==> src/rtl/onehot_link_pkg.sv <==
// Shared definitions for the one-hot up/down pattern link (transmitter and receiver side).
//   state_e  : receiver lock FSM states
//   pos_w()  : width of a state index for an N-bit pattern bus, never below 1
//   mod_inc(), mod_dec() : explicit mod-N step; N need not be a power of two
package onehot_link_pkg;

  typedef enum logic [1:0] {
    StHunt   = 2'd0,
    StVerify = 2'd1,
    StLocked = 2'd2
  } state_e;

  function automatic int unsigned pos_w(input int unsigned n);
    return (n > 2) ? $clog2(n) : 1;
  endfunction

  function automatic int unsigned mod_inc(input int unsigned pos, input int unsigned n);
    return (pos >= n - 1) ? 0 : pos + 1;
  endfunction

  function automatic int unsigned mod_dec(input int unsigned pos, input int unsigned n);
    return (pos == 0) ? n - 1 : pos - 1;
  endfunction

endpackage

==> src/rtl/onehot_classifier.sv <==
// Combinational classifier for one word of the one-hot link.
//   i_pat   : NUM_OF_BITS-wide pattern word
//   o_legal : word is one-hot (bit 1) or inverted one-hot (bit 0)
//   o_bit   : recovered input bit (1 = plain one-hot)
//   o_pos   : recovered state index; the MSB maps to index 0
module onehot_classifier
  import onehot_link_pkg::*;
#(
  parameter  int unsigned NUM_OF_BITS = 4,
  localparam int unsigned POS_W       = pos_w(NUM_OF_BITS)
) (
  input  logic [NUM_OF_BITS-1:0] i_pat,
  output logic                   o_legal,
  output logic                   o_bit,
  output logic [POS_W-1:0]       o_pos
);

  always_comb begin
    int unsigned v_ones;
    int unsigned v_set_idx;
    int unsigned v_clr_idx;
    v_ones    = 0;
    v_set_idx = 0;
    v_clr_idx = 0;
    for (int unsigned i = 0; i < NUM_OF_BITS; i++) begin
      if (i_pat[i]) begin
        v_ones    = v_ones + 1;
        v_set_idx = i;
      end else begin
        v_clr_idx = i;
      end
    end
    o_legal = (v_ones == 1) || (v_ones == NUM_OF_BITS - 1);
    o_bit   = (v_ones == 1);
    // Index positions are counted from the MSB.
    o_pos   = o_bit ? POS_W'(NUM_OF_BITS - 1 - v_set_idx)
                    : POS_W'(NUM_OF_BITS - 1 - v_clr_idx);
  end

endmodule

==> src/rtl/onehot_pattern_decoder.sv <==
// Receive-side decoder / link monitor for the one-hot up/down pattern link.
// Recovers bit and state index from each sampled word (1-cycle latency), tracks the expected
// index sequence, acquires and loses lock, and flags/counts sequence errors while locked.
//   Clk, Reset_n : clock, asynchronous active-low reset
//   PatIn        : sampled pattern word
//   ClearErr     : synchronous clear of ErrCount (wins over a same-cycle error)
//   DecValid     : registered word was legal
//   DecBit/DecPos: recovered bit / index of the last legal word
//   Locked       : FSM in locked state
//   ErrPulse     : one-cycle pulse per error while locked
//   ErrCount     : saturating error count
module onehot_pattern_decoder
  import onehot_link_pkg::*;
#(
  parameter  int unsigned NUM_OF_BITS = 4,
  parameter  int unsigned LOCK_CNT    = 3,
  parameter  int unsigned LOSS_CNT    = 2,
  parameter  int unsigned CNT_W       = 8,
  localparam int unsigned POS_W       = pos_w(NUM_OF_BITS)
) (
  input  logic                   Clk,
  input  logic                   Reset_n,
  input  logic [NUM_OF_BITS-1:0] PatIn,
  input  logic                   ClearErr,
  output logic                   DecValid,
  output logic                   DecBit,
  output logic [POS_W-1:0]       DecPos,
  output logic                   Locked,
  output logic                   ErrPulse,
  output logic [CNT_W-1:0]       ErrCount
);

  localparam int unsigned GOOD_W = $clog2(LOCK_CNT + 1);
  localparam int unsigned MISS_W = $clog2(LOSS_CNT + 1);

  logic             w_legal, w_bit, w_match, w_err;
  logic [POS_W-1:0] w_pos, w_exp;

  state_e            r_state, w_state_nxt;
  logic [POS_W-1:0]  r_anchor_pos, w_anchor_pos_nxt;
  logic              r_anchor_bit, w_anchor_bit_nxt;
  logic [GOOD_W-1:0] r_good, w_good_nxt;
  logic [MISS_W-1:0] r_miss, w_miss_nxt;
  logic              r_dec_valid, r_dec_bit, r_err_pulse;
  logic [POS_W-1:0]  r_dec_pos;
  logic [CNT_W-1:0]  r_err_cnt, w_err_cnt_nxt;

  onehot_classifier #(
    .NUM_OF_BITS(NUM_OF_BITS)
  ) u_classifier (
    .i_pat  (PatIn),
    .o_legal(w_legal),
    .o_bit  (w_bit),
    .o_pos  (w_pos)
  );

  // Only the next index is predicted; the received bit is free to change.
  assign w_exp   = r_anchor_bit ? POS_W'(mod_inc(32'(r_anchor_pos), NUM_OF_BITS))
                                : POS_W'(mod_dec(32'(r_anchor_pos), NUM_OF_BITS));
  assign w_match = w_legal && (w_pos == w_exp);

  always_comb begin
    w_state_nxt      = r_state;
    w_anchor_pos_nxt = r_anchor_pos;
    w_anchor_bit_nxt = r_anchor_bit;
    w_good_nxt       = r_good;
    w_miss_nxt       = r_miss;
    w_err            = 1'b0;
    unique case (r_state)
      StHunt: begin
        if (w_legal) begin
          w_anchor_pos_nxt = w_pos;
          w_anchor_bit_nxt = w_bit;
          w_good_nxt       = GOOD_W'(1);
          w_miss_nxt       = '0;
          w_state_nxt      = (LOCK_CNT == 1) ? StLocked : StVerify;
        end
      end
      StVerify: begin
        if (w_match) begin
          w_anchor_pos_nxt = w_pos;
          w_anchor_bit_nxt = w_bit;
          if (32'(r_good) + 1 >= LOCK_CNT) begin
            w_state_nxt = StLocked;
            w_miss_nxt  = '0;
          end else begin
            w_good_nxt = r_good + GOOD_W'(1);
          end
        end else if (w_legal) begin
          w_anchor_pos_nxt = w_pos;
          w_anchor_bit_nxt = w_bit;
          w_good_nxt       = GOOD_W'(1);
        end else begin
          w_state_nxt = StHunt;
        end
      end
      StLocked: begin
        if (w_match) begin
          w_anchor_pos_nxt = w_pos;
          w_anchor_bit_nxt = w_bit;
          w_miss_nxt       = '0;
        end else begin
          w_err = 1'b1;
          // A legal but unexpected word becomes the new reference point.
          if (w_legal) begin
            w_anchor_pos_nxt = w_pos;
            w_anchor_bit_nxt = w_bit;
          end
          if (32'(r_miss) + 1 >= LOSS_CNT) begin
            w_state_nxt = StHunt;
            w_miss_nxt  = '0;
            w_good_nxt  = '0;
          end else begin
            w_miss_nxt = r_miss + MISS_W'(1);
          end
        end
      end
      default: w_state_nxt = StHunt;
    endcase
  end

  always_comb begin
    w_err_cnt_nxt = r_err_cnt;
    if (ClearErr) begin
      w_err_cnt_nxt = '0;
    end else if (w_err && (r_err_cnt != {CNT_W{1'b1}})) begin
      w_err_cnt_nxt = r_err_cnt + CNT_W'(1);
    end
  end

  always_ff @(posedge Clk or negedge Reset_n) begin
    if (!Reset_n) begin
      r_state      <= StHunt;
      r_anchor_pos <= '0;
      r_anchor_bit <= 1'b0;
      r_good       <= '0;
      r_miss       <= '0;
      r_dec_valid  <= 1'b0;
      r_dec_bit    <= 1'b0;
      r_dec_pos    <= '0;
      r_err_pulse  <= 1'b0;
      r_err_cnt    <= '0;
    end else begin
      r_state      <= w_state_nxt;
      r_anchor_pos <= w_anchor_pos_nxt;
      r_anchor_bit <= w_anchor_bit_nxt;
      r_good       <= w_good_nxt;
      r_miss       <= w_miss_nxt;
      r_dec_valid  <= w_legal;
      r_err_pulse  <= w_err;
      r_err_cnt    <= w_err_cnt_nxt;
      if (w_legal) begin
        r_dec_bit <= w_bit;
        r_dec_pos <= w_pos;
      end
    end
  end

  assign DecValid = r_dec_valid;
  assign DecBit   = r_dec_bit;
  assign DecPos   = r_dec_pos;
  assign Locked   = (r_state == StLocked);
  assign ErrPulse = r_err_pulse;
  assign ErrCount = r_err_cnt;

endmodule
==> config.mk <==
export PLATFORM = sky130hd
export DESIGN_NAME = onehot_pattern_decoder
export DESIGN_NICKNAME = d
export VERILOG_FILES = /design/src/rtl/onehot_link_pkg.sv /design/src/rtl/onehot_classifier.sv /design/src/rtl/onehot_pattern_decoder.sv
export SDC_FILE = /design/constraint.sdc
export NUM_CORES = 1
export LEC_CHECK = 0
export ABC_CLOCK_PERIOD_IN_PS = 2900
export BUFFER_PORTS_ARGS = -buffer_cell sky130_fd_sc_hd__clkbuf_2
export CORE_ASPECT_RATIO = 1.25
export CORE_UTILIZATION = 57
export DETAILED_ROUTE_END_ITERATION = 7
export GPL_ROUTABILITY_DRIVEN = 0
export GPL_TIMING_DRIVEN = 0
export PLACE_DENSITY = 0.88
export RECOVER_POWER = 50
export SLEW_MARGIN = 10
export SYNTH_ARGS = -nofsm -noshare
export SYNTH_HDL_FRONTEND = slang
export SYNTH_SLANG_ARGS = --single-unit
==> constraint.sdc <==
create_clock -name Clk -period 2.9 [get_ports Clk]
set_input_delay 0.29 -clock Clk [delete_from_list [all_inputs] [get_ports Clk]]
set_output_delay 0.29 -clock Clk [all_outputs]
set_load 0.005 [all_outputs]
==> results.txt <==
Leak: 0.000909 uW
highest clock rate: 354 MHz
Total Nets Final: 236
Final ANT Viol Nets: 0
HPWL after detailed placement: 2.91 mm
clock slew at reported path FFs: 0.13 ns
status: finished clean
Worst-Margin Slew: 1.25 ns
hold path start: ClearErr
GRT overflow: 0
critical-path maximum fanout: 5
worst slack, placed: -0.669 ns
FF+latch count, synth: 22
setup TNS: 0 ns
Rows: 21
layout cell share with drive strength beyond 1: 26.2%
PortBufs: 19
total power: 1430 uW
initial antenna violation count: 0
Layout Skew: 0.00269 ns
Routed wire per std cell: 16.8 um
Vias per Instance: 6.29
IO Count: 21
Clk Latency, worst-skew pair: 0.33 ns
final setup fails: 0
# DRC: 0
class of the worst hold path: in2reg
vias in the first global route: 1,349
DR vias: 1,559
Synth cell types: 48
global-route wire length before repair: 6.26 mm
final worst path period share: 97.5%
crit path launch type: primary input
DP Area: 1810 sq um
final setup margin: 0.0731 ns
max-cap violations: 0
# clock sinks: 22
Mapped Avg Cell Area: 8.81 sq um
Syn Nets: 204
VDD IR-drop max: 540 uV
# fillers: 191
Num CTS Buffers: 3
Worst setup EP type: flip-flop
Die X: 49.6 um
crit path time final: 2.83 ns
ys async rst share: 100%
Rel. slew slack: 16.9%
Slew Limit Fails: 0
Root Buffer: clkbuf_4
initial core utilization: 60.1%
most common cell after layout, fill and taps aside: dfrtp_1
crit path launch: PatIn[1]
total routed wirelength: 4.16 mm
1st-pass router iterations: 4
Post-Syn Instances: 183
First DRT Iteration DRCs: 79
CTS tree: yes
prevailing post-synth register cell: dfrtp_1
number of synthesis warnings: 0
kind of critical path: in2reg
Power Density: 711 nW/um^2
fin area: 2010 sq um
Fin. Hold Viols: 0
die height: 61.5 um
CTS H-tree lvls: 1
diode count: 0
Critical Path AT: 3.06 ns
largest net degree at the start of global routing: 23
EDFF count, synth: 0
most frequent cells in the layout: dfrtp_1, inv_1, nand2_1
Area Overhead vs Synth: 24.6%
Clock Path Buffers: 2
GRT Util Overall: 27.5%
Critical Path RT: 3.13 ns
Seq/Total Area, Yosys: 34.2%
full die area: 3050 sq um
Cell Area, Synth: 1610 sq um
Core ar.: 2680 sq um
==> through the flow <==
step / instances / util (%) / hold slack (ns)
global placement: 236 / 67.4 / 0.300
CTS: 246 / 73.0 / 0.334
floorplan: 183 / - / -0.00559
global route: 248 / 74.9 / 0.370
finish: 248 / 74.9 / 0.323
detailed placement: 236 / 67.4 / 0.307
==> synthesized netlist by cell type, types with 4 or more instances <==
library cell	n	area, sq um
nand3_1	7	35.0
o31ai_1	6	45.0
clkbuf_1	4	15.0
or4_1	4	30.0
nand2_1	16	60.1
nor2_1	8	30.0
a21o_1	4	30.0
a21oi_1	13	65.1
inv_1	21	78.8
dfrtp_1	22	551
o21ai_0	7	35.0
ha_1	14	175
or3_1	4	25.0
==> cell type report <==
| class | count | area [sq um] | share of cell area, % |
|---|---|---|---|
| plain buffers | 7 | 42.5 | 2.12 |
| clock buffers | 4 | 36.3 | 1.81 |
| inverters | 21 | 91.3 | 4.55 |
| multi-input cells | 131 | 1040 | 51.7 |
| flip-flops and latches | 22 | 551 | 27.4 |
| well taps | 34 | 42.5 | 2.12 |
| repair buffers | 29 | 206 | 10.3 |
==> cells by family (layout without fill, tap and decap cells) <==
| kind of cell | count (synthesis) | in the layout | share of synthesized area, % |
|---|---|---|---|
| AND/OR/NAND/NOR | 60 | 60 | 20.2 |
| adder cells (fa/ha/maj) | 14 | 14 | 10.9 |
| AO/OA/AOI/OAI | 53 | 53 | 24.4 |
| multiplexers | 1 | 1 | 0.699 |
| flip-flops | 22 | 22 | 34.2 |
| XOR/XNOR | 3 | 3 | 1.63 |
| buffers and inverters | 30 | 61 | 8.07 |
==> power breakdown <==
| group | switching [uW] | internal, uW |
|---|---|---|
| clock network | 107 | 77.0 |
| logic | 458 | 351 |
| registers | 60.7 | 374 |
| total | 626 | 802 |
==> routing by layer <==
metal  up-vias  GRT usage [%]  part of all wire, %
li1        730              -                    -
met1       765           30.4                   39
met2        55           53.7                   55
met3         9           2.22                  3.4
met4         0           13.1                  2.3
met5         -              0                    0
==> repair_timing <==
item,4_1_cts,5_1_grt
hold buffers,1,0
gates cloned,0,0
setup buffers,5,4
endpoints found under the setup margin,14,12
gates resized for setup,8,12
hold endpoints to repair,22,0
pin swaps,5,10
==> worst paths after layout <==
check,endpoint,slack [ns],depth (start not counted)
max,ErrCount[7],0.07,12
min,ErrCount[2],0.32,2
max reg2reg,ErrCount[7],0.51,9
min reg2reg,DecPos[1],0.49,2
max in group asynchronous,r_state[0],1.45,2
min in group asynchronous,DecBit,0.73,2
==> critical path, cell delays in order <==
cell and delay (ns):
buf_12 0.10, inv_8 0.03, ha_4 0.30, xor2_4 0.19
ha_4 0.23, o311a_4 0.38, a2111o_1 0.49, a21oi_4 0.20
o31ai_4 0.12, buf_6 0.15, nor4_1 0.21, mux2_2 0.37
Power figures use the tool's default switching activity.
